## config.mk

```make
export PLATFORM = sky130hd
export DESIGN_NAME = dijkstra_mem_arbiter_flat
export DESIGN_NICKNAME = d
export VERILOG_FILES = /design/src/rtl/dijkstra_mem_arbiter_pkg.sv /design/src/rtl/dijkstra_mem_arbiter_if.sv /design/src/rtl/dijkstra_mem_arbiter_rr_pick2.sv /design/src/rtl/dijkstra_mem_arbiter.sv /design/src/flat_wrapper.sv
export SDC_FILE = /design/constraint.sdc
export NUM_CORES = 1
export LEC_CHECK = 0
export CORE_ASPECT_RATIO = 0.75
export CORE_UTILIZATION = 24
export CTS_BUF_LIST = sky130_fd_sc_hd__clkbuf_2 sky130_fd_sc_hd__clkbuf_4 sky130_fd_sc_hd__clkbuf_8
export DETAILED_ROUTE_END_ITERATION = 6
export PLACE_DENSITY = 0.86
export SYNTH_ARGS = -nofsm -noshare
export SYNTH_HDL_FRONTEND = slang
export SYNTH_SLANG_ARGS = --single-unit
export TNS_END_PERCENT = 20
```

## constraint.sdc

```tcl
create_clock -name i_clock -period 1.41 [get_ports i_clock]
set_input_delay 0.2115 -clock i_clock [delete_from_list [all_inputs] [get_ports i_clock]]
set_output_delay 0.2115 -clock i_clock [all_outputs]
set_load 0.03 [all_outputs]
```

## src/rtl/dijkstra_mem_arbiter_pkg.sv

```systemverilog
// Shared types and constants for the BlockRam arbiter between the host loader and DijkstraTop.
// Holds the default widths, the port indices and the FSM state encoding.
package dijkstra_mem_arbiter_pkg;

    localparam int DEFAULT_MADDR_WIDTH    = 16;
    localparam int DEFAULT_MDATA_WIDTH    = 16;
    localparam int DEFAULT_TIMEOUT_CYCLES = 255;

    // Port indices double as bit positions in the one-hot grant vector.
    localparam logic PORT_HOST = 1'b0;
    localparam logic PORT_DIJ  = 1'b1;

    typedef enum logic [1:0] {
        ST_IDLE     = 2'd0,
        ST_OWN_HOST = 2'd1,
        ST_OWN_DIJ  = 2'd2,
        ST_RELEASE  = 2'd3
    } arb_state_t;

    function automatic logic [1:0] port_onehot(input logic port);
        return (port == PORT_DIJ) ? 2'b10 : 2'b01;
    endfunction

endpackage

```

## src/rtl/dijkstra_mem_arbiter_if.sv

```systemverilog
// Point-to-point memory request/response bundle used for the host, DijkstraTop and BlockRam links.
// The master issues enables/address/data; the slave answers with readies and read data.
interface dijkstra_mem_arbiter_if
    import dijkstra_mem_arbiter_pkg::*;
#(
    parameter int ADDR_W = DEFAULT_MADDR_WIDTH,
    parameter int DATA_W = DEFAULT_MDATA_WIDTH
);

    logic              read_enable;
    logic              write_enable;
    logic [ADDR_W-1:0] addr;
    logic [DATA_W-1:0] write_data;
    logic              read_ready;
    logic              write_ready;
    logic [DATA_W-1:0] read_data;

    modport master (
        output read_enable, write_enable, addr, write_data,
        input  read_ready, write_ready, read_data
    );

    modport slave (
        input  read_enable, write_enable, addr, write_data,
        output read_ready, write_ready, read_data
    );

endinterface

```

## src/rtl/dijkstra_mem_arbiter_rr_pick2.sv

```systemverilog
// Two-request round-robin selector: a lone request wins, a tie goes to the port not granted last.
// Purely combinational; the caller registers the winner.
module dijkstra_mem_arbiter_rr_pick2
    import dijkstra_mem_arbiter_pkg::*;
(
    input  logic [1:0] i_req,
    input  logic       i_last_grant,
    output logic [1:0] o_grant
);

    // NOTE: every output of a combinational block gets a default first so no latch is inferred.
    always_comb begin
        o_grant = 2'b00;
        case (i_req)
            2'b01:   o_grant = 2'b01;
            2'b10:   o_grant = 2'b10;
            2'b11:   o_grant = (i_last_grant == PORT_HOST) ? port_onehot(PORT_DIJ)
                                                           : port_onehot(PORT_HOST);
            default: o_grant = 2'b00;
        endcase
    end

endmodule

```

## src/rtl/dijkstra_mem_arbiter.sv

```systemverilog
// Shares the single BlockRam port between the host loader and DijkstraTop under round-robin,
// holding each grant until memory ready (or timeout) and stalling DijkstraTop while the host owns it.
module dijkstra_mem_arbiter
    import dijkstra_mem_arbiter_pkg::*;
#(
    parameter int MADDR_WIDTH    = DEFAULT_MADDR_WIDTH,
    parameter int MDATA_WIDTH    = DEFAULT_MDATA_WIDTH,
    parameter int TIMEOUT_CYCLES = DEFAULT_TIMEOUT_CYCLES
) (
    input  logic                          i_clock,
    input  logic                          i_reset,
    input  logic                          i_host_lock,
    dijkstra_mem_arbiter_if.slave         host_port,
    dijkstra_mem_arbiter_if.slave         dij_port,
    dijkstra_mem_arbiter_if.master        mem_port,
    output logic                          o_dij_wait_request,
    output logic [1:0]                    o_grant,
    output logic                          o_fault
);

    localparam int               CNT_W   = $clog2(TIMEOUT_CYCLES + 1);
    localparam logic [CNT_W-1:0] CNT_MAX = CNT_W'(TIMEOUT_CYCLES);

    arb_state_t        r_state;
    arb_state_t        w_next_state;
    logic              r_last_grant;
    logic [CNT_W-1:0]  r_count;
    logic              r_fault;

    logic              w_host_req;
    logic              w_dij_req;
    logic              w_dij_eligible;
    logic [1:0]        w_pick;
    logic              w_own_host;
    logic              w_own_dij;
    logic              w_owned;
    logic              w_mem_done;
    logic              w_timeout;
    logic              w_both_en;

    logic              w_sel_re;
    logic              w_sel_we;
    logic [MADDR_WIDTH-1:0] w_sel_addr;
    logic [MDATA_WIDTH-1:0] w_sel_wdata;

    logic [1:0]        w_grant;
    logic              w_mem_re;
    logic              w_mem_we;
    logic [MADDR_WIDTH-1:0] w_mem_addr;
    logic [MDATA_WIDTH-1:0] w_mem_wdata;

    assign w_host_req     = host_port.read_enable | host_port.write_enable;
    assign w_dij_req      = dij_port.read_enable  | dij_port.write_enable;
    assign w_dij_eligible = w_dij_req & ~i_host_lock;

    dijkstra_mem_arbiter_rr_pick2 u_pick (
        .i_req        ({w_dij_eligible, w_host_req}),
        .i_last_grant (r_last_grant),
        .o_grant      (w_pick)
    );

    assign w_own_host = (r_state == ST_OWN_HOST);
    assign w_own_dij  = (r_state == ST_OWN_DIJ);
    assign w_owned    = w_own_host | w_own_dij;

    // Owner's request lines, zero when nobody holds the memory.
    always_comb begin
        w_sel_re    = 1'b0;
        w_sel_we    = 1'b0;
        w_sel_addr  = '0;
        w_sel_wdata = '0;
        if (w_own_host) begin
            w_sel_re    = host_port.read_enable;
            w_sel_we    = host_port.write_enable;
            w_sel_addr  = host_port.addr;
            w_sel_wdata = host_port.write_data;
        end else if (w_own_dij) begin
            w_sel_re    = dij_port.read_enable;
            w_sel_we    = dij_port.write_enable;
            w_sel_addr  = dij_port.addr;
            w_sel_wdata = dij_port.write_data;
        end
    end

    assign w_mem_done = mem_port.read_ready | mem_port.write_ready;
    // A ready arriving on the last allowed cycle still completes normally.
    assign w_timeout  = w_owned & (r_count == CNT_MAX) & ~w_mem_done;
    assign w_both_en  = w_owned & w_sel_re & w_sel_we;

    always_comb begin
        w_next_state = r_state;
        w_grant      = 2'b00;
        w_mem_re     = 1'b0;
        w_mem_we     = 1'b0;
        w_mem_addr   = '0;
        w_mem_wdata  = '0;
        case (r_state)
            ST_IDLE: begin
                if (w_pick == port_onehot(PORT_HOST)) begin
                    w_next_state = ST_OWN_HOST;
                end else if (w_pick == port_onehot(PORT_DIJ)) begin
                    w_next_state = ST_OWN_DIJ;
                end
            end
            ST_OWN_HOST, ST_OWN_DIJ: begin
                w_grant     = w_own_dij ? port_onehot(PORT_DIJ) : port_onehot(PORT_HOST);
                // A simultaneous read+write forwards only the write.
                w_mem_we    = w_sel_we;
                w_mem_re    = w_sel_re & ~w_sel_we;
                w_mem_addr  = w_sel_addr;
                w_mem_wdata = w_sel_wdata;
                if (w_mem_done || w_timeout) begin
                    w_next_state = ST_RELEASE;
                end
            end
            ST_RELEASE: w_next_state = ST_IDLE;
            default:    w_next_state = ST_IDLE;
        endcase
    end

    // NOTE: sequential state uses non-blocking assignments so every register samples pre-edge values.
    always_ff @(posedge i_clock) begin
        if (i_reset) begin
            r_state      <= ST_IDLE;
            r_last_grant <= PORT_DIJ;
            r_count      <= '0;
            r_fault      <= 1'b0;
        end else begin
            r_state <= w_next_state;
            if (w_owned) begin
                r_count <= r_count + CNT_W'(1);
            end else begin
                r_count <= '0;
            end
            if (w_owned && (w_next_state == ST_RELEASE)) begin
                r_last_grant <= w_own_dij ? PORT_DIJ : PORT_HOST;
            end
            if (w_both_en || w_timeout) begin
                r_fault <= 1'b1;
            end
        end
    end

    assign mem_port.read_enable  = w_mem_re;
    assign mem_port.write_enable = w_mem_we;
    assign mem_port.addr         = w_mem_addr;
    assign mem_port.write_data   = w_mem_wdata;

    assign host_port.read_ready  = w_own_host & mem_port.read_ready;
    assign host_port.write_ready = w_own_host & mem_port.write_ready;
    assign host_port.read_data   = w_own_host ? mem_port.read_data : '0;

    assign dij_port.read_ready   = w_own_dij & mem_port.read_ready;
    assign dij_port.write_ready  = w_own_dij & mem_port.write_ready;
    assign dij_port.read_data    = w_own_dij ? mem_port.read_data : '0;

    assign o_grant            = w_grant;
    assign o_fault            = r_fault;
    assign o_dij_wait_request = i_host_lock | w_grant[PORT_HOST] | (w_dij_req & ~w_grant[PORT_DIJ]);

endmodule

```

## src/flat_wrapper.sv

```systemverilog
// flat-port wrapper written by rule: the top's interface ports become plain ports
module dijkstra_mem_arbiter_flat import dijkstra_mem_arbiter_pkg::*;
#(
    parameter int MADDR_WIDTH    = DEFAULT_MADDR_WIDTH,
    parameter int MDATA_WIDTH    = DEFAULT_MDATA_WIDTH,
    parameter int TIMEOUT_CYCLES = DEFAULT_TIMEOUT_CYCLES
)
  (i_clock, i_reset, i_host_lock, o_dij_wait_request, o_grant, o_fault, host_port_read_enable, host_port_write_enable, host_port_addr, host_port_write_data, host_port_read_ready, host_port_write_ready, host_port_read_data, dij_port_read_enable, dij_port_write_enable, dij_port_addr, dij_port_write_data, dij_port_read_ready, dij_port_write_ready, dij_port_read_data, mem_port_read_enable, mem_port_write_enable, mem_port_addr, mem_port_write_data, mem_port_read_ready, mem_port_write_ready, mem_port_read_data);
  dijkstra_mem_arbiter_if #(.ADDR_W((DEFAULT_MADDR_WIDTH)), .DATA_W((DEFAULT_MDATA_WIDTH))) host_port_i ();
  dijkstra_mem_arbiter_if #(.ADDR_W((DEFAULT_MADDR_WIDTH)), .DATA_W((DEFAULT_MDATA_WIDTH))) dij_port_i ();
  dijkstra_mem_arbiter_if #(.ADDR_W((DEFAULT_MADDR_WIDTH)), .DATA_W((DEFAULT_MDATA_WIDTH))) mem_port_i ();
  input  logic i_clock;
  input  logic i_reset;
  input  logic i_host_lock;
  output logic o_dij_wait_request;
  output logic [1:0] o_grant;
  output logic o_fault;
  input wire logic [$bits(host_port_i.read_enable)-1:0] host_port_read_enable;
  input wire logic [$bits(host_port_i.write_enable)-1:0] host_port_write_enable;
  input wire logic [$bits(host_port_i.addr)-1:0] host_port_addr;
  input wire logic [$bits(host_port_i.write_data)-1:0] host_port_write_data;
  output wire logic [$bits(host_port_i.read_ready)-1:0] host_port_read_ready;
  output wire logic [$bits(host_port_i.write_ready)-1:0] host_port_write_ready;
  output wire logic [$bits(host_port_i.read_data)-1:0] host_port_read_data;
  input wire logic [$bits(dij_port_i.read_enable)-1:0] dij_port_read_enable;
  input wire logic [$bits(dij_port_i.write_enable)-1:0] dij_port_write_enable;
  input wire logic [$bits(dij_port_i.addr)-1:0] dij_port_addr;
  input wire logic [$bits(dij_port_i.write_data)-1:0] dij_port_write_data;
  output wire logic [$bits(dij_port_i.read_ready)-1:0] dij_port_read_ready;
  output wire logic [$bits(dij_port_i.write_ready)-1:0] dij_port_write_ready;
  output wire logic [$bits(dij_port_i.read_data)-1:0] dij_port_read_data;
  output wire logic [$bits(mem_port_i.read_enable)-1:0] mem_port_read_enable;
  output wire logic [$bits(mem_port_i.write_enable)-1:0] mem_port_write_enable;
  output wire logic [$bits(mem_port_i.addr)-1:0] mem_port_addr;
  output wire logic [$bits(mem_port_i.write_data)-1:0] mem_port_write_data;
  input wire logic [$bits(mem_port_i.read_ready)-1:0] mem_port_read_ready;
  input wire logic [$bits(mem_port_i.write_ready)-1:0] mem_port_write_ready;
  input wire logic [$bits(mem_port_i.read_data)-1:0] mem_port_read_data;
  assign host_port_i.read_enable = host_port_read_enable;
  assign host_port_i.write_enable = host_port_write_enable;
  assign host_port_i.addr = host_port_addr;
  assign host_port_i.write_data = host_port_write_data;
  assign host_port_read_ready = host_port_i.read_ready;
  assign host_port_write_ready = host_port_i.write_ready;
  assign host_port_read_data = host_port_i.read_data;
  assign dij_port_i.read_enable = dij_port_read_enable;
  assign dij_port_i.write_enable = dij_port_write_enable;
  assign dij_port_i.addr = dij_port_addr;
  assign dij_port_i.write_data = dij_port_write_data;
  assign dij_port_read_ready = dij_port_i.read_ready;
  assign dij_port_write_ready = dij_port_i.write_ready;
  assign dij_port_read_data = dij_port_i.read_data;
  assign mem_port_read_enable = mem_port_i.read_enable;
  assign mem_port_write_enable = mem_port_i.write_enable;
  assign mem_port_addr = mem_port_i.addr;
  assign mem_port_write_data = mem_port_i.write_data;
  assign mem_port_i.read_ready = mem_port_read_ready;
  assign mem_port_i.write_ready = mem_port_write_ready;
  assign mem_port_i.read_data = mem_port_read_data;
  dijkstra_mem_arbiter #(.MADDR_WIDTH(MADDR_WIDTH), .MDATA_WIDTH(MDATA_WIDTH), .TIMEOUT_CYCLES(TIMEOUT_CYCLES)) u_core (.i_clock(i_clock), .i_reset(i_reset), .i_host_lock(i_host_lock), .host_port(host_port_i), .dij_port(dij_port_i), .mem_port(mem_port_i), .o_dij_wait_request(o_dij_wait_request), .o_grant(o_grant), .o_fault(o_fault));
endmodule
```

## Word-level counts from Yosys, hierarchy flattened

Cells that the tools add are included.
W data, S select, Z words.

| cells by class | value |
|---|---|
| equal/unequal tests | 10 |
| div/mod/pow operators | 0 |
| muxes and demuxes | 23 |
| $add $sub $neg | 1 |
| $lt $le $gt $ge | 0 |
| reduce and logical (&&, ||, !) cells | 6 |
| multiply operators | 0 |
| bitwise logic cells | 22 |
| shift operators | 0 |

Operators by type and width:

| operator | count |
|---|---|
| $mux W16 | 8 |
| $eq A2 B2 Y1 const B | 6 |
| $mux W2 | 6 |
| $pmux W2 S3 | 2 |
| $and A1 B1 Y1 | 11 |
| $add A8 B1 Y8 const B | 1 |
| $eq A8 B8 Y1 const B | 1 |
| $mux W1 | 7 |
| $eq A2 B1 Y1 const B | 3 |
| $or A1 B1 Y1 | 6 |
| $not A1 Y1 | 5 |
| $reduce_or A2 Y1 | 2 |
| $logic_not A2 Y1 | 1 |
| $logic_or A1 B1 Y1 | 2 |
| $logic_and A1 B1 Y1 | 1 |

| storage, ports and cells | value |
|---|---|
| output and inout bits | 74 |
| input bits | 89 |
| logic and storage cells | 66 |
| flip-flop bits (word level) | 12 |
| memories | 0 |
| bits in writable memories | 0 |
| latch bits | 0 |
| bits in read-only memories | 0 |

## Longest topological paths before layout

Gate-level depths: netlist (run 1).

| depth | value |
|---|---|
| depth after elaboration | 10 |
| gate-level depth with buffers | 7 |
| gate-level depth less buffers | 6 |

## By module

From an unflattened synthesis (run 1), not the netlist that was laid out.

| second synthesis, totals | value |
|---|---|
| cell total of the unflattened synthesis | 198 |
| area, all modules | 1423.9 um^2 |

Modules (own cells, without submodules):

| module | sequential area each (um^2) | times used | area each (um^2) | cells each |
|---|---|---|---|---|
| dijkstra_mem_arbiter | 240.2 | 1 | 1405.1 | 195 |
| dijkstra_mem_arbiter_rr_pick2 | 0.0 | 1 | 18.8 | 3 |

## Worst setup path before layout (run 1)

No wires, ideal clock.

| path | value |
|---|---|
| path type | register to output |
| start | register u_core.r_state[1] |
| end | output port mem_port_addr[10] |
| buffers on the path | 2 |
| arrival time | 1.876 ns |
| slack | -0.678 ns |
| stages on the path, launching flop included | 8 |
| required time | 1.199 ns |
| cells stage by stage | dfxtp_1 > inv_1 > ha_1 > and2b_1 > clkbuf_1 > buf_2 > a22oi_1 > nor2b_1 |

| between the ends | value |
|---|---|
| longest elaborated chain between the ends | 4 |
| elaborated cells between the ends (all ways) | 6 |
| classes of those cells | eq/ne: 2; mux: 3; reduce/logical: 1 |

RTL lines:

| item | RTL line | text |
|---|---|---|
| start, declared | dijkstra_mem_arbiter.sv:24 | `arb_state_t r_state;` |
| start signal, assigned | dijkstra_mem_arbiter.sv:129 | `r_state <= w_next_state;` |
| $eq A2 B2 Y1 | dijkstra_mem_arbiter.sv:63, dijkstra_mem_arbiter.sv:97 |  |
| $mux W16 | dijkstra_mem_arbiter.sv:77 | `end else if (w_own_dij) begin` |
| $mux W16 | dijkstra_mem_arbiter.sv:72 | `if (w_own_host) begin` |
| $mux W16 (*) | dijkstra_mem_arbiter.sv:97 | `case (r_state)` |
| end, declared | flat_wrapper.sv:34 | `output wire logic [$bits(mem_port_i.addr)-1:0] mem_port_addr;` |

Mark *: on every way between the ends. The rest lies on a longest branch, timed or not.

## Final worst setup path (run 1)

| path | value |
|---|---|
| start | register u_core.r_state[0] |
| end | output port mem_port_addr[6] |

Same word-level chain as after synthesis.

==> results_tabular.tex, run 1 <==
\begin{tabular}{lr}
\hline
Metric & Value \\
\hline
\multicolumn{2}{l}{\textbf{Status}} \\
\quad Status & complete, but fails checks \\
\quad Violated checks & setup timing \\
\multicolumn{2}{l}{\textbf{Synth}} \\
\quad Post-Syn Nets & 290 \\
\quad Total number of yosys warnings & 0 \\
\quad Cells after synthesis & between 150 and 200 \\
\quad Post-synthesis average cell area & around 7.2 um\^{}2 \\
\quad Primary FF master, synth & sky130\_fd\_sc\_hd\_\_dfxtp\_1 \\
\quad FFs w/ async S/R, synth & 0 \\
\quad Cell variety after synth & 33 \\
\quad EDFF count, synth & 0 \\
\quad Register bit count reported by yosys & 12 \\
\quad Cell area after technology mapping & between 1000 and 1500 um\^{}2 \\
\quad Share of the yosys chip area belonging to registers & 0.170 \\
\multicolumn{2}{l}{\textbf{Clock network}} \\
\quad Maximum count of clock buffers along a single path & 2 \\
\quad Root cell of the clock tree & sky130\_fd\_sc\_hd\_\_clkbuf\_8 \\
\quad Number of clock sinks seen by CTS & 12 \\
\quad Clock latency on the worst-skew pair & $\sim$240 ps \\
\quad CTS Buf Count & 3 \\
\quad CTS H-Tree Depth & 1 \\
\quad TritonCTS clock tree & yes \\
\quad Register clock-pin slew on the reported worst setup and hold paths & approximately 50 ps \\
\multicolumn{2}{l}{\textbf{Placed design}} \\
\quad Final weighted congestion in routability-driven placement & about 0.9 \\
\quad Number of placed instances, taps included & around 440 \\
\quad Worst slack at placement & -263 ps \\
\quad Post-DP HPWL & 4870 um \\
\quad Buffers added on ports & 162 \\
\quad Post-placement cell area & between 3000 and 4000 um\^{}2 \\
\multicolumn{2}{l}{\textbf{Route}} \\
\quad Post-route DRC & 0 \\
\quad Count of antenna-violating nets left after detailed routing & 0 \\
\quad Number of design-rule violations left by the first detailed-router iteration & 47 \\
\quad Routed WL per cell & between 10 and 15 um \\
\quad Detailed-routing iteration count for the pre-antenna-repair pass & 4 \\
\quad Detailed-route via count & 2085 \\
\quad Detailed-route vias per instance & between 4 and 5 \\
\quad Overall routed net length & $\sim$6600 um \\
\multicolumn{2}{l}{\textbf{Finish}} \\
\quad Ant. Diodes & 0 \\
\quad Area growth syn-to-layout & 179\% \\
\quad Layout Cell Area excl Fill & between 3000 and 4000 um\^{}2 \\
\quad NumNets Final & approximately 470 \\
\quad Highest-count cells in the layout ignoring fill and taps & 88 x sky130\_fd\_sc\_hd\_\_clkdlybuf4s50\_1, 77 x sky130\_fd\_sc\_hd\_\_buf\_6, 30 x sky130\_fd\_sc\_hd\_\_a22oi\_2, 30 x sky130\_fd\_sc\_hd\_\_nor2b\_4, 21 x sky130\_fd\_sc\_hd\_\_and2\_4 \\
\quad Non-filler instance count after layout & around 450 \\
\quad Most common library cell in the layout ignoring fill and taps & sky130\_fd\_sc\_hd\_\_clkdlybuf4s50\_1 \\
\quad Layout cell share with drive strength beyond 1 & 0.549 \\
\multicolumn{2}{l}{\textbf{STA}} \\
\quad Number of max-slew violations in the final report & 0 \\
\quad Total count of hold-check failures in the final report & 0 \\
\quad Tcrit/Tclk final & 1.33 \\
\quad Max Fclk & between 500 and 600 MHz \\
\quad Min Tclk post-route & $\sim$1900 ps \\
\quad Transition at the pin with the smallest max-transition slack & between 300 and 400 ps \\
\quad Final setup violation count & 77 \\
\quad Final Worst Setup Slack & -471 ps \\
\quad Post-route worst hold slack & just under 500 ps \\
\quad Sum of negative setup slack & -23690 ps \\
\quad Max-slew headroom at the worst pin & 0.783 \\
\quad Unrepaired setup endpoints after global routing & true \\
\quad Clock skew after layout & just under 2 ps \\
\multicolumn{2}{l}{\textbf{Critical path}} \\
\quad Critical path origin & u\_core.r\_state[0] \\
\quad Capturing element type of the critical path & primary output \\
\quad Arrival time at the worst endpoint & roughly 1700 ps \\
\quad Worst reg-to-reg setup slack & -240 ps \\
\quad Cell depth of the worst flop-to-flop path & 6 \\
\quad Worst path required time & between 1000 and 1500 ps \\
\quad Maximum fanout encountered on the critical timing path & 14 \\
\quad Critical register-to-register path startpoint & u\_core.r\_state[1] \\
\quad FF-to-FF End & u\_core.r\_state[1] \\
\quad Crit Path Class & flip-flop to primary output \\
\quad Critical path capture point & mem\_port\_addr[6] \\
\quad Worst Setup Start Kind & flip-flop \\
\multicolumn{2}{l}{\textbf{Global routing}} \\
\quad Number of global-route vias before repair & between 1500 and 2000 \\
\quad Overall overflow remaining after global route & 0 \\
\quad Maximum number of pins on one net before global-route repair & 39 \\
\quad Number of antenna violations at the first check in global routing & 0 \\
\quad Global-route wire length before repair & between 9000 and 10000 um \\
\quad Total global routing track utilization & 0.198 \\
\multicolumn{2}{l}{\textbf{Floorplanning}} \\
\quad Die height & just under 70 um \\
\quad Floorplan row count & 23 \\
\quad Starting utilization of the core area & 0.256 \\
\quad Horiz. Die Dim & between 90 and 100 um \\
\quad Die ar. & between 6000 and 7000 um\^{}2 \\
\quad Floorplan Core Area & 5530 um\^{}2 \\
\quad Number of primary I/O pins & 163 \\
\multicolumn{2}{l}{\textbf{Power and ir drop}} \\
\quad Largest voltage drop on the vdd net & 0.00112 V \\
\quad Leakage dissipation & 1.59 nW \\
\quad Power density over the cells & roughly 2000 nW/um\^{}2 \\
\multicolumn{2}{l}{\textbf{Hold path}} \\
\quad Kind of path behind the tightest hold check & flip-flop to flip-flop \\
\multicolumn{2}{l}{\textbf{Job}} \\
\quad Count of max-cap constraint violations & 0 \\
\hline
\end{tabular}
[registers in the layout, indices dropped and copies added (netlist names)]
name,cells
u_core.r_last_grant,1
u_core.o_fault,1
u_core.r_state,2
u_core.r_count,8
[cells by family after synthesis]
logic type / after synthesis / share of synthesized area
AOI/OAI and AO/OA: 44 / 0.241
xor gates and xnor gates: 6 / 0.0371
buffers and inverters: 20 / 0.0592
adders and majority gates: 5 / 0.0442
DFF: 12 / 0.170
muxes: 1 / 0.00707
and+or+nand+nor: 108 / 0.442
[worst min path at each step]
| stage | startpoint | end | slack [ps] | cells after the start |
|---|---|---|---|---|
| after CTS | u_core.o_fault | u_core.o_fault | 490 | 1 |
| final | u_core.o_fault | u_core.o_fault | 490 | 1 |
| after global routing | u_core.o_fault | u_core.o_fault | 500 | 1 |
| after detailed placement | u_core.o_fault | u_core.o_fault | 480 | 1 |
| after global placement | u_core.o_fault | u_core.o_fault | 470 | 1 |
| after floorplan | i_reset | u_core.r_state[1] | 270 | 1 |
[layer usage]
metal / global-route usage / vias up / part of all wire
met4: 0.0605 / 0 / 0.0092
met1: 0.232 / 973 / 0.39
met3: 0.0241 / 5 / 0.057
met5: 0 / - / 0
met2: 0.387 / 78 / 0.55
li1: - / 1029 / -
[critical path, cell delays in order, from the launching register on]
cell and delay (ps):
sky130_fd_sc_hd__dfxtp_2 330, sky130_fd_sc_hd__buf_6 120, sky130_fd_sc_hd__ha_4 150, sky130_fd_sc_hd__and2b_2 280
sky130_fd_sc_hd__buf_12 170, sky130_fd_sc_hd__a22oi_2 80, sky130_fd_sc_hd__nor2b_4 150, sky130_fd_sc_hd__buf_6 140
[cell usage after synthesis (2+ instances only)]
cell type / number / area, um^2
sky130_fd_sc_hd__inv_1: 4 / 15.0
sky130_fd_sc_hd__nor3_1: 2 / 10.0
sky130_fd_sc_hd__and3_1: 3 / 18.8
sky130_fd_sc_hd__ha_1: 5 / 62.6
sky130_fd_sc_hd__dfxtp_1: 12 / 240
sky130_fd_sc_hd__and3b_1: 2 / 17.5
sky130_fd_sc_hd__and2b_1: 2 / 15.0
sky130_fd_sc_hd__nor4_1: 2 / 12.5
sky130_fd_sc_hd__nor2_1: 17 / 63.8
sky130_fd_sc_hd__a22oi_1: 32 / 240
sky130_fd_sc_hd__o21ai_0: 2 / 10.0
sky130_fd_sc_hd__nor2b_1: 32 / 200
sky130_fd_sc_hd__buf_2: 4 / 20.0
sky130_fd_sc_hd__and2_1: 37 / 231
sky130_fd_sc_hd__xor2_1: 5 / 43.8
sky130_fd_sc_hd__nand2_1: 5 / 18.8
sky130_fd_sc_hd__clkbuf_1: 11 / 41.3
sky130_fd_sc_hd__nand4_1: 4 / 25.0
[timing repair]
action | 4_1_cts | 5_1_grt
buffers inserted | 3 | 1
hold buffers | 0 | 0
setup endpoints to repair | 84 | 83
resized for setup | 93 | 20
pin swaps | 2 | 3
[metrics by stage]
step,total power [W],util
finish,0.00794,0.716
global route,0.00836,0.716
CTS,0.00776,0.704
detailed placement,0.00663,0.629
global placement,0.00656,0.629
floorplan,0.00489,-
[area by class of cell]
cell class                 count  area, um^2
sequential                    12         245
timing repair buffer         186        1960
multi-input combinational    164        1580
inverter                       4        17.5
fill                         405        1570
tap                           75        93.8
clock buffer                   4        55.1
[report_power, final]
part / leakage [nW] / total (W) / internal, W / switching (W)
registers: 0.0984 / 0.000483 / 0.000418 / 0.0000653
logic: 1.47 / 0.00708 / 0.00359 / 0.00349
clock network: 0.0288 / 0.000376 / 0.000247 / 0.000129
No activity file was read; power rests on OpenSTA's default activity.
==> run 2: changes to the inputs <==
Settings changed: CTS_CLUSTER_DIAMETER from default to 120, SETUP_SLACK_MARGIN from default to 0.3.
==> run 2 against run 1 <==
Effect of this change: combinational power is 2.8% lower; critical path type unchanged; sequential power is 1% lower; the run still ends with setup timing left; critical path depth stayed put; clock power hardly changed.
==> results_tabular.tex, run 2 (synthesized netlist as in run 1, its figures left out) <==
\begin{tabular}{lr}
\hline
Metric & Value \\
\hline
\multicolumn{2}{l}{\textbf{Status}} \\
\quad Status & complete, but fails checks \\
\quad Violated checks & setup timing \\
\multicolumn{2}{l}{\textbf{Placed design}} \\
\quad Final weighted congestion in routability-driven placement & 0.871 (-1.6\%) \\
\quad Number of placed instances, taps included & 445 (+1.8\%) \\
\quad Post-DP HPWL & 5140 um (+5.5\%) \\
\quad Buffers added on ports & 162 (unchanged) \\
\quad Worst slack at placement & -268 ps (-4.16 ps) \\
\multicolumn{2}{l}{\textbf{Job}} \\
\quad Count of max-cap constraint violations & 0 (unchanged) \\
\multicolumn{2}{l}{\textbf{Clock network}} \\
\quad Maximum count of clock buffers along a single path & 2 (unchanged) \\
\quad Clock latency on the worst-skew pair & 240 ps (about the same) \\
\quad Root cell of the clock tree & sky130\_fd\_sc\_hd\_\_clkbuf\_8 \\
\quad CTS H-Tree Depth & 1 (unchanged) \\
\quad Hold-fix buffers at CTS & 0 (unchanged) \\
\quad Register clock-pin slew on the reported worst setup and hold paths & 50 ps (about the same) \\
\quad TritonCTS clock tree & yes \\
\quad CTS Buf Count & 3 (unchanged) \\
\quad Number of clock sinks seen by CTS & 12 (unchanged) \\
\multicolumn{2}{l}{\textbf{Route}} \\
\quad Number of design-rule violations left by the first detailed-router iteration & 58 (+23\%) \\
\quad Post-route DRC & 0 (unchanged) \\
\quad Detailed-routing iteration count for the pre-antenna-repair pass & 4 (unchanged) \\
\quad Detailed-route via count & 2109 (+1.2\%) \\
\quad Routed WL per cell & 14.4 um (-3.0\%) \\
\quad Count of antenna-violating nets left after detailed routing & 0 (unchanged) \\
\quad Overall routed net length & 6490 um (-1.9\%) \\
\quad Detailed-route vias per instance & 4.69 (about the same) \\
\multicolumn{2}{l}{\textbf{Finish}} \\
\quad Area growth syn-to-layout & 170\% \\
\quad NumNets Final & 470 (+1.1\%) \\
\quad Share of the core filled with cells in the final layout & 0.691 (-0.0247) \\
\quad Layout cell share with drive strength beyond 1 & 0.512 (-0.0366) \\
\quad Most common library cell in the layout ignoring fill and taps & sky130\_fd\_sc\_hd\_\_clkdlybuf4s50\_1 \\
\quad Highest-count cells in the layout ignoring fill and taps & 88 x sky130\_fd\_sc\_hd\_\_clkdlybuf4s50\_1, 56 x sky130\_fd\_sc\_hd\_\_buf\_4, 41 x sky130\_fd\_sc\_hd\_\_buf\_6 \\
\quad Max FFs per register & 8 (unchanged) \\
\quad Ant. Diodes & 0 (unchanged) \\
\quad Largest registers & u\_core.r\_count: 8 flops, u\_core.r\_state: 2 flops \\
\quad Non-filler instance count after layout & 450 (+1.1\%) \\
\quad Largest reg by FF count & u\_core.r\_count \\
\multicolumn{2}{l}{\textbf{Critical path}} \\
\quad Slowest cell delay on critical path & 360 ps (+30 ps) \\
\quad Crit Path Class & flip-flop to primary output \\
\quad Worst Setup Start Kind & flip-flop \\
\quad Largest delay share family, worst path & buffers and inverters \\
\quad WP buf/inv & 3 (unchanged) \\
\quad Worst-path cell with the longest stage delay & sky130\_fd\_sc\_hd\_\_dfxtp\_4 \\
\quad Capturing element type of the critical path & primary output \\
\quad Worst path required time & 1200 ps (about the same) \\
\quad Crit path cell chain & inv\_4, ha\_4, and2b\_2, buf\_12, a22oi\_2, nor2b\_4, buf\_6 \\
\quad Arrival time at the worst endpoint & 1630 ps (-40 ps) \\
\quad Maximum fanout encountered on the critical timing path & 13 (-1) \\
\multicolumn{2}{l}{\textbf{Floorplanning}} \\
\quad Floorplan Core Area & 5530 um\^{}2 (unchanged) \\
\quad Floorplan row count & 23 (unchanged) \\
\quad Number of primary I/O pins & 163 (unchanged) \\
\quad Die height & 68.5 um (unchanged) \\
\quad Starting utilization of the core area & 0.256 (unchanged) \\
\quad Die ar. & 6220 um\^{}2 (unchanged) \\
\quad Horiz. Die Dim & 90.7 um (unchanged) \\
\multicolumn{2}{l}{\textbf{STA}} \\
\quad Final Worst Setup Slack & -427 ps (+43.4 ps) \\
\quad Max Fclk & 544 MHz (+2.4\%) \\
\quad Final setup violation count & 76 (-1.3\%) \\
\quad Transition at the pin with the smallest max-transition slack & 240 ps (-85.3 ps) \\
\quad Sum of negative setup slack & -22000 ps (+1690 ps) \\
\quad Min Tclk post-route & 1840 ps (-43.4 ps) \\
\quad Total count of hold-check failures in the final report & 0 (unchanged) \\
\quad Tcrit/Tclk final & 1.30 (-0.0308) \\
\quad Max-slew headroom at the worst pin & 0.839 (+0.0554) \\
\quad Unrepaired setup endpoints after global routing & true \\
\quad Clock skew after layout & 5.39 ps (+3.43 ps) \\
\quad Post-route worst hold slack & 488 ps (+2.94 ps) \\
\quad Number of max-slew violations in the final report & 0 (unchanged) \\
\multicolumn{2}{l}{\textbf{Global routing}} \\
\quad Global-route wire length before repair & 9590 um (-3.3\%) \\
\quad Total global routing track utilization & 0.192 (-0.00604) \\
\quad Number of global-route vias before repair & 1982 (+1.6\%) \\
\quad Maximum number of pins on one net before global-route repair & 29 (-26\%) \\
\quad Overall overflow remaining after global route & 0 (unchanged) \\
\quad Number of antenna violations at the first check in global routing & 0 (unchanged) \\
\multicolumn{2}{l}{\textbf{Hold path}} \\
\quad Kind of path behind the tightest hold check & flip-flop to flip-flop \\
\multicolumn{2}{l}{\textbf{Power and ir drop}} \\
\quad Power density over the cells & 2030 nW/um\^{}2 (+0.91\%) \\
\quad Largest voltage drop on the vdd net & 0.00103 V (-8.8\%) \\
\quad Leakage dissipation & 1.56 nW (-2.1\%) \\
\hline
\end{tabular}
## run 2: changes by cell type in the layout (fill, tap and decap cells not counted), moves of 2 or more
cell                      previous run  this run
sky130_fd_sc_hd__and2_4             21         0
sky130_fd_sc_hd__a22oi_1             2         0
sky130_fd_sc_hd__and2_1             16        37
sky130_fd_sc_hd__buf_4              15        56
sky130_fd_sc_hd__buf_6              77        41
sky130_fd_sc_hd__a22oi_2            30        32
## run 2: layout make-up
cell class	instances	area, um^2
repair buffers	191	1860
multi-input cells	164	1540
inverters	4	17.5
fillers	420	1710
well taps	75	93.8
clock buffers	4	55.1
flip-flops and latches	12	245
## run 2: layer usage
layer | part of all wire | GRT usage | vias up
met5 | 0 | 0 | -
met4 | 0.0066 | 0.0363 | 0
met3 | 0.068 | 0.0340 | 5
met2 | 0.51 | 0.355 | 89
met1 | 0.42 | 0.240 | 975
li1 | - | - | 1040
## run 2: path summary, 6_finish.rpt
kind	start	end	cells past startpoint	slack (ps)
max	u_core.r_state[1]	mem_port_addr[8]	7	-430
min	u_core.o_fault	u_core.o_fault	1	490
max reg2reg	u_core.r_state[1]	u_core.r_state[1]	6	-290
min reg2reg	u_core.o_fault	u_core.o_fault	1	490
## run 2: through the flow
step	instance area [um^2]	power, W
finish	3820	0.00774
global route	3820	0.00814
CTS	3780	0.00769
detailed placement	3540	0.00682
global placement	3540	0.00674
floorplan	1890	0.00489
## run 2: power breakdown
part	internal [W]	switching, W
Clock	0.000247	0.000127
Combinational	0.00341	0.00347
Sequential	0.000418	0.0000604
Total	0.00407	0.00366
## run 2: timing repair
| item | CTS | global route |
|---|---|---|
| setup buffers | 1 | 0 |
| endpoints found under the setup margin | 86 | 86 |
| resized for setup | 51 | 13 |
| pin swaps | 4 | 3 |
